File: config.mk
export PLATFORM = sky130hd
export DESIGN_NAME = bcd_result_latch_flat
export DESIGN_NICKNAME = d
export VERILOG_FILES = /design/src/rtl/fm_pkg.sv /design/src/rtl/bcd_result_latch_if.sv /design/src/rtl/sync_rise.sv /design/src/rtl/bcd_result_latch.sv /design/src/flat_wrapper.sv
export SDC_FILE = /design/constraint.sdc
export NUM_CORES = 1
export LEC_CHECK = 0
export BUFFER_PORTS_ARGS = -buffer_cell sky130_fd_sc_hd__buf_2
export CORE_ASPECT_RATIO = 0.75
export CORE_UTILIZATION = 52
export CTS_BUF_LIST = sky130_fd_sc_hd__clkbuf_8
export CTS_CLUSTER_DIAMETER = 100
export DETAILED_ROUTE_END_ITERATION = 6
export PLACE_DENSITY = 0.92
export REMOVE_ABC_BUFFERS = 1
export SLEW_MARGIN = 20
export SYNTH_ARGS = -nofsm -noshare
export SYNTH_HDL_FRONTEND = slang
export SYNTH_SLANG_ARGS = --single-unit
File: constraint.sdc
create_clock -name clk -period 4.9 [get_ports clk]
set_input_delay 0.98 -clock clk [delete_from_list [all_inputs] [get_ports clk]]
set_output_delay 0.98 -clock clk [all_outputs]
set_load 0.05 [all_outputs]
File: src/rtl/fm_pkg.sv
// Shared types and constants for the frequency-meter display path.
package fm_pkg;

    localparam int BCD_W = 4;
    localparam logic [BCD_W-1:0] BCD_MAX = 4'd9;

    typedef enum logic [1:0] {
        EMPTY,
        SHOW,
        FROZEN
    } state_t;

    function automatic logic bcdBad(input logic [BCD_W-1:0] digit);
        return digit > BCD_MAX;
    endfunction

endpackage

File: src/rtl/bcd_result_latch_if.sv
// Bus between gate-control/counter side and the result latch, plus display outputs.
interface bcd_result_latch_if
    import fm_pkg::*;
#(
    parameter int DIGITS = 8
);

    logic                      latch_req;
    logic                      hold;
    logic                      clear;
    logic [BCD_W*DIGITS-1:0]   num_in;
    logic                      over_in;
    logic [BCD_W*DIGITS-1:0]   num_out;
    logic                      over_out;
    logic [DIGITS-1:0]         blank_out;
    logic                      valid_out;
    logic                      upd_pulse;
    logic                      missed;
    logic                      bcd_err;

    modport master (
        output latch_req, hold, clear, num_in, over_in,
        input  num_out, over_out, blank_out, valid_out, upd_pulse, missed, bcd_err
    );

    modport slave (
        input  latch_req, hold, clear, num_in, over_in,
        output num_out, over_out, blank_out, valid_out, upd_pulse, missed, bcd_err
    );

endinterface

File: src/rtl/sync_rise.sv
// Multi-flop synchroniser with rising-edge detect; all flops reset high so a
// request already asserted when reset releases is not mistaken for a new edge.
module sync_rise #(
    parameter int STAGES = 2
) (
    input  logic clk,
    input  logic rst_n,
    input  logic async_i,
    output logic cap_o
);

    logic [STAGES-1:0] sync_q;
    logic              prev_q;

    always_ff @(posedge clk or negedge rst_n) begin
        if (!rst_n) begin
            sync_q <= '1;
            prev_q <= 1'b1;
        end else begin
            sync_q <= {sync_q[STAGES-2:0], async_i};
            prev_q <= sync_q[STAGES-1];
        end
    end

    assign cap_o = sync_q[STAGES-1] & ~prev_q;

endmodule

File: src/rtl/bcd_result_latch.sv
// Display-side result register: captures the BCD count on a synchronised gate
// strobe, holds it for the scanner, and derives blanking and error flags.
module bcd_result_latch
    import fm_pkg::*;
#(
    parameter int DIGITS      = 8,
    parameter int SYNC_STAGES = 2,
    parameter int BLANK_EN    = 1
) (
    input  logic               clk,
    input  logic               rst_n,
    bcd_result_latch_if.slave  bus
);

    localparam int W = BCD_W * DIGITS;
    localparam logic [DIGITS-1:0] BLANK_IDLE = (BLANK_EN != 0) ? ~DIGITS'(1) : {DIGITS{1'b0}};

    state_t            state_q, state_d;
    logic              cap;
    logic              doCapture, doClear, setMissed;

    logic [W-1:0]      num_q, num_d;
    logic              over_q, over_d;
    logic [DIGITS-1:0] blank_q, blank_d;
    logic              valid_q, valid_d;
    logic              upd_q, upd_d;
    logic              missed_q, missed_d;
    logic              err_q, err_d;

    logic [DIGITS-1:0] digitBad;
    logic [DIGITS-1:0] blankNext;
    logic              errNext;

    sync_rise #(
        .STAGES (SYNC_STAGES)
    ) u_sync (
        .clk     (clk),
        .rst_n   (rst_n),
        .async_i (bus.latch_req),
        .cap_o   (cap)
    );

    for (genvar i = 0; i < DIGITS; i++) begin : g_digit
        assign digitBad[i] = bcdBad(bus.num_in[i*BCD_W +: BCD_W]);
    end
    assign errNext = |digitBad;

    // Digit i is a leading zero when every digit from i upward is zero.
    if (BLANK_EN != 0) begin : g_blank
        logic [DIGITS-1:0] leadZero;
        for (genvar i = 0; i < DIGITS; i++) begin : g_lead
            if (i == 0) begin : g_lsd
                assign leadZero[i] = 1'b0;
            end else begin : g_upper
                assign leadZero[i] = ~|bus.num_in[W-1:i*BCD_W];
            end
        end
        assign blankNext = (bus.over_in || errNext) ? {DIGITS{1'b0}} : leadZero;
    end else begin : g_noblank
        assign blankNext = {DIGITS{1'b0}};
    end

    always_ff @(posedge clk or negedge rst_n) begin
        if (!rst_n) begin
            state_q <= EMPTY;
        end else begin
            state_q <= state_d;
        end
    end

    always_comb begin
        state_d = state_q;
        if (bus.clear) begin
            state_d = bus.hold ? FROZEN : EMPTY;
        end else begin
            case (state_q)
                EMPTY: begin
                    if (bus.hold) begin
                        state_d = FROZEN;
                    end else if (cap) begin
                        state_d = SHOW;
                    end
                end
                SHOW: begin
                    if (bus.hold) begin
                        state_d = FROZEN;
                    end
                end
                FROZEN: begin
                    if (!bus.hold) begin
                        state_d = (valid_q || cap) ? SHOW : EMPTY;
                    end
                end
                default: state_d = EMPTY;
            endcase
        end
    end

    // Hold is sampled at the capture edge, so a release coinciding with cap still captures.
    always_comb begin
        doClear   = bus.clear;
        doCapture = cap & ~bus.hold & ~bus.clear;
        setMissed = cap &  bus.hold & ~bus.clear;
    end

    always_comb begin
        num_d    = num_q;
        over_d   = over_q;
        blank_d  = blank_q;
        valid_d  = valid_q;
        missed_d = missed_q;
        err_d    = err_q;
        upd_d    = 1'b0;
        if (doClear) begin
            num_d    = '0;
            over_d   = 1'b0;
            blank_d  = BLANK_IDLE;
            valid_d  = 1'b0;
            missed_d = 1'b0;
            err_d    = 1'b0;
        end else begin
            if (doCapture) begin
                num_d   = bus.num_in;
                over_d  = bus.over_in;
                blank_d = blankNext;
                valid_d = 1'b1;
                err_d   = errNext;
                upd_d   = 1'b1;
            end
            if (setMissed) begin
                missed_d = 1'b1;
            end
        end
    end

    always_ff @(posedge clk or negedge rst_n) begin
        if (!rst_n) begin
            num_q    <= '0;
            over_q   <= 1'b0;
            blank_q  <= BLANK_IDLE;
            valid_q  <= 1'b0;
            upd_q    <= 1'b0;
            missed_q <= 1'b0;
            err_q    <= 1'b0;
        end else begin
            num_q    <= num_d;
            over_q   <= over_d;
            blank_q  <= blank_d;
            valid_q  <= valid_d;
            upd_q    <= upd_d;
            missed_q <= missed_d;
            err_q    <= err_d;
        end
    end

    assign bus.num_out   = num_q;
    assign bus.over_out  = over_q;
    assign bus.blank_out = blank_q;
    assign bus.valid_out = valid_q;
    assign bus.upd_pulse = upd_q;
    assign bus.missed    = missed_q;
    assign bus.bcd_err   = err_q;

endmodule

File: src/flat_wrapper.sv
// flat-port wrapper written by rule: the top's interface ports become plain ports
module bcd_result_latch_flat import fm_pkg::*;
#(
    parameter int DIGITS      = 8,
    parameter int SYNC_STAGES = 2,
    parameter int BLANK_EN    = 1
)
  (clk, rst_n, bus_latch_req, bus_hold, bus_clear, bus_num_in, bus_over_in, bus_num_out, bus_over_out, bus_blank_out, bus_valid_out, bus_upd_pulse, bus_missed, bus_bcd_err);
  bcd_result_latch_if #(.DIGITS(DIGITS)) bus_i ();
  input  logic clk;
  input  logic rst_n;
  input wire logic [$bits(bus_i.latch_req)-1:0] bus_latch_req;
  input wire logic [$bits(bus_i.hold)-1:0] bus_hold;
  input wire logic [$bits(bus_i.clear)-1:0] bus_clear;
  input wire logic [$bits(bus_i.num_in)-1:0] bus_num_in;
  input wire logic [$bits(bus_i.over_in)-1:0] bus_over_in;
  output wire logic [$bits(bus_i.num_out)-1:0] bus_num_out;
  output wire logic [$bits(bus_i.over_out)-1:0] bus_over_out;
  output wire logic [$bits(bus_i.blank_out)-1:0] bus_blank_out;
  output wire logic [$bits(bus_i.valid_out)-1:0] bus_valid_out;
  output wire logic [$bits(bus_i.upd_pulse)-1:0] bus_upd_pulse;
  output wire logic [$bits(bus_i.missed)-1:0] bus_missed;
  output wire logic [$bits(bus_i.bcd_err)-1:0] bus_bcd_err;
  assign bus_i.latch_req = bus_latch_req;
  assign bus_i.hold = bus_hold;
  assign bus_i.clear = bus_clear;
  assign bus_i.num_in = bus_num_in;
  assign bus_i.over_in = bus_over_in;
  assign bus_num_out = bus_i.num_out;
  assign bus_over_out = bus_i.over_out;
  assign bus_blank_out = bus_i.blank_out;
  assign bus_valid_out = bus_i.valid_out;
  assign bus_upd_pulse = bus_i.upd_pulse;
  assign bus_missed = bus_i.missed;
  assign bus_bcd_err = bus_i.bcd_err;
  bcd_result_latch #(.DIGITS(DIGITS), .SYNC_STAGES(SYNC_STAGES), .BLANK_EN(BLANK_EN)) u_core (.clk(clk), .rst_n(rst_n), .bus(bus_i));
endmodule
==> impl_metrics.yaml <==
synthesis:
  yosys_warnings: 0
  synth.avg_cell_area_um2: 12.9
  ys.flop_type: "dfrtp_1"
  synth_area_mm2: 0.00182
  synth_enable_flop_cells: 0
  synth_top_area_frac: 0.509
  ys_top_cells_by_area: "dfrtp_1 (51%), a22o_1 (15%), dfstp_2 (14%), nor2_1 (2.9%), o21ai_0 (2.5%)"
  synth_top_area_cell: "dfrtp_1"
  synth_cells: 141
  synth.distinct_cells: 28
  ys_seq_area_frac: 0.654
  ys_ff_latch: 47
  async_flop_share: 1.00
sta:
  hold_viol: 0
  worst_pin_slew_ns: 0.916
  setup_violations: 0
  rsz0062_at_grt: "false"
  min_period_ns: 2.57
  finalSetupTns_ns: 0
  maxSlewViolCount: 0
  period_share: 0.524
  max_freq_mhz: 390
  skew_ns: 0.00353
  slew_headroom: 0.386
detailed_routing:
  wirelength_um: 4090
  vias: 1486
  first_pass_iters: 4
  vias_per_cell: 5.63
  post_drt_wl_per_cell_um: 15.5
  ant_nets: 0
  drc: 0
  drt-initial-drc-count: 69
clocking:
  cts-htree-levels: 2
  clockRootBuffer: "clkbuf_8"
  hold_buffers: 0
  cts_made_buffers: 5
  cts_sinks: 47
  cts_tree: "done"
  clockBufferDepth: 2
  ctsResizeCount: 0
  insertion_delay_ns: 0.29
  cts_setup_buffers: 0
  cts.clk_slew.worst_paths_ns: 0.09
power:
  clockPowerShare: 0.376
  p_per_area_mw_per_mm2: 365
  seqPwrFrac: 0.473
  combPwrFrac: 0.151
  p_int_mw: 0.648
  switchingPower_mw: 0.232
  ir_worst_vdd_uv: 233
  swShare: 0.264
  leakage_nw: 1.26
finish:
  nFillCells: 238
  nNetsFinal: 261
  layout.area.seq_mm2: 0.00119
  drive_above_1_share: 0.487
  syn2layout_area_growth_pct: 32.6
  multi_input_area_um2: 587
  fin_cells: 264
  final_cell_mix: "buf_2 (81), dfrtp_1 (37), a22o_1 (32), nor2_1 (13), dfstp_2 (10)"
  final_common_cell: "buf_2"
  diodes: 0
floorplan:
  std_cell_rows: 18
  die_x_um: 70.3
  dieArea_mm2: 0.00374
  ios: 83
  core_area_mm2: 0.00331
  initial_utilization: 0.549
  die_h_um: 53.2
global_route:
  grt_pass1_vias: 1312
  grtUsageTotal: 0.236
  grt_pass1_wl_um: 6370
  grt_overflow: 0
  antenna_found_initial: 0
  grt_max_degree: 48
placed_design:
  port-buffer-count: 81
  hpwl_um: 2970
  routabilityCongestion: 0.823
  placedCellCount: 255
critical_path:
  cp_data_arrival_time_ns: 2.75
  critPathLaunchType: "primary input"
  end_kind: "register"
  cp_data_required_time_ns: 5.08
  crit_fanout: 36
  path_class: "in -> reg"
job:
  drv_cap: 0
worst_hold_path:
  hold_path.class: "reg -> reg"
status:
  run_status: "finished clean"
-- sequential cells by signal (all words and copies together) (netlist names) --
register / flops
u_core.bus.over_out: 1
u_core.u_sync.sync_q: 2
u_core.bus.blank_out: 7
u_core.bus.bcd_err: 1
u_core.bus.missed: 1
u_core.bus.valid_out: 1
u_core.bus.upd_pulse: 1
u_core.bus.num_out: 32
u_core.u_sync.prev_q: 1
-- cells in the mapped netlist (all sizes together), types with 2 or more instances --
cell    number
dfrtp       37
a22o        33
nor2        14
dfstp       10
o21ai        9
nor4         6
a21oi        5
buf          4
clkbuf       4
nand4        3
nor3         3
a31oi        2
or4          2
-- worst paths after layout --
check / slack (ns) / depth (start not counted) / start / endpoint
max reg2reg: 2.57 / 4 / u_core.u_sync.prev_q / u_core.bus.num_out[28]
min in group asynchronous: 0.68 / 1 / rst_n / u_core.bus.num_out[12]
min: 0.37 / 0 / u_core.u_sync.sync_q[0] / u_core.u_sync.sync_q[1]
max in group asynchronous: 3.64 / 2 / rst_n / u_core.bus.blank_out[4]
min reg2reg: 0.37 / 0 / u_core.u_sync.sync_q[0] / u_core.u_sync.sync_q[1]
max: 2.33 / 5 / bus_hold / u_core.bus.num_out[28]
-- power by group through the flow --
| stage | clock [mW] | sequential [mW] | combinational [mW] |
|---|---|---|---|
| 2_1_floorplan | 0 | 0.476 | 0.0274 |
| 3_3_place_gp | 0 | 0.423 | 0.129 |
| 3_5_place_dp | 0 | 0.423 | 0.131 |
| 4_1_cts | 0.334 | 0.416 | 0.131 |
| 5_1_grt | 0.356 | 0.419 | 0.142 |
| 6_report | 0.331 | 0.416 | 0.133 |
-- per-stage QoR --
stage	power (mW)	utilization	setup WS (ns)	hold slack, ns	cell area [µm²]
floorplan	0.503	-	2.43	0.345	1780
global placement	0.552	0.678	2.08	0.347	2250
detailed placement	0.554	0.678	2.04	0.356	2250
CTS	0.881	0.720	2.35	0.368	2380
global route	0.916	0.728	2.19	0.374	2410
finish	0.880	0.728	2.33	0.369	2410
-- worst max-delay path: stages --
cell	delay (ns)
buf_2	0.09
nor3b_1	0.08
nand2b_1	0.25
clkinv_1	0.79
a22o_2	0.55
-- cells by family after synthesis --
family / count (synthesis) / share of synthesized area
other: 1 / 0.00206
buffers and inverters: 10 / 0.0248
AOI/OAI and AO/OA: 50 / 0.213
and+or+nand+nor: 33 / 0.106
DFF: 47 / 0.654
-- cell type report --
class / instances / area share
tap: 40 / 0.0208
clock buffer: 5 / 0.0286
clock inverter: 3 / 0.0280
sequential: 47 / 0.493
multi-input combinational: 84 / 0.244
timing repair buffer: 83 / 0.183
inverter: 2 / 0.00312
-- per-layer routing --
metal / vias up / routed length, µm / global-route usage
met5: - / 0 / 0
met4: 0 / 39 / 0.0533
met3: 6 / 277 / 0.0762
met2: 67 / 1790 / 0.322
met1: 717 / 1980 / 0.362
li1: 696 / - / -
Power figures use the tool's default switching activity.
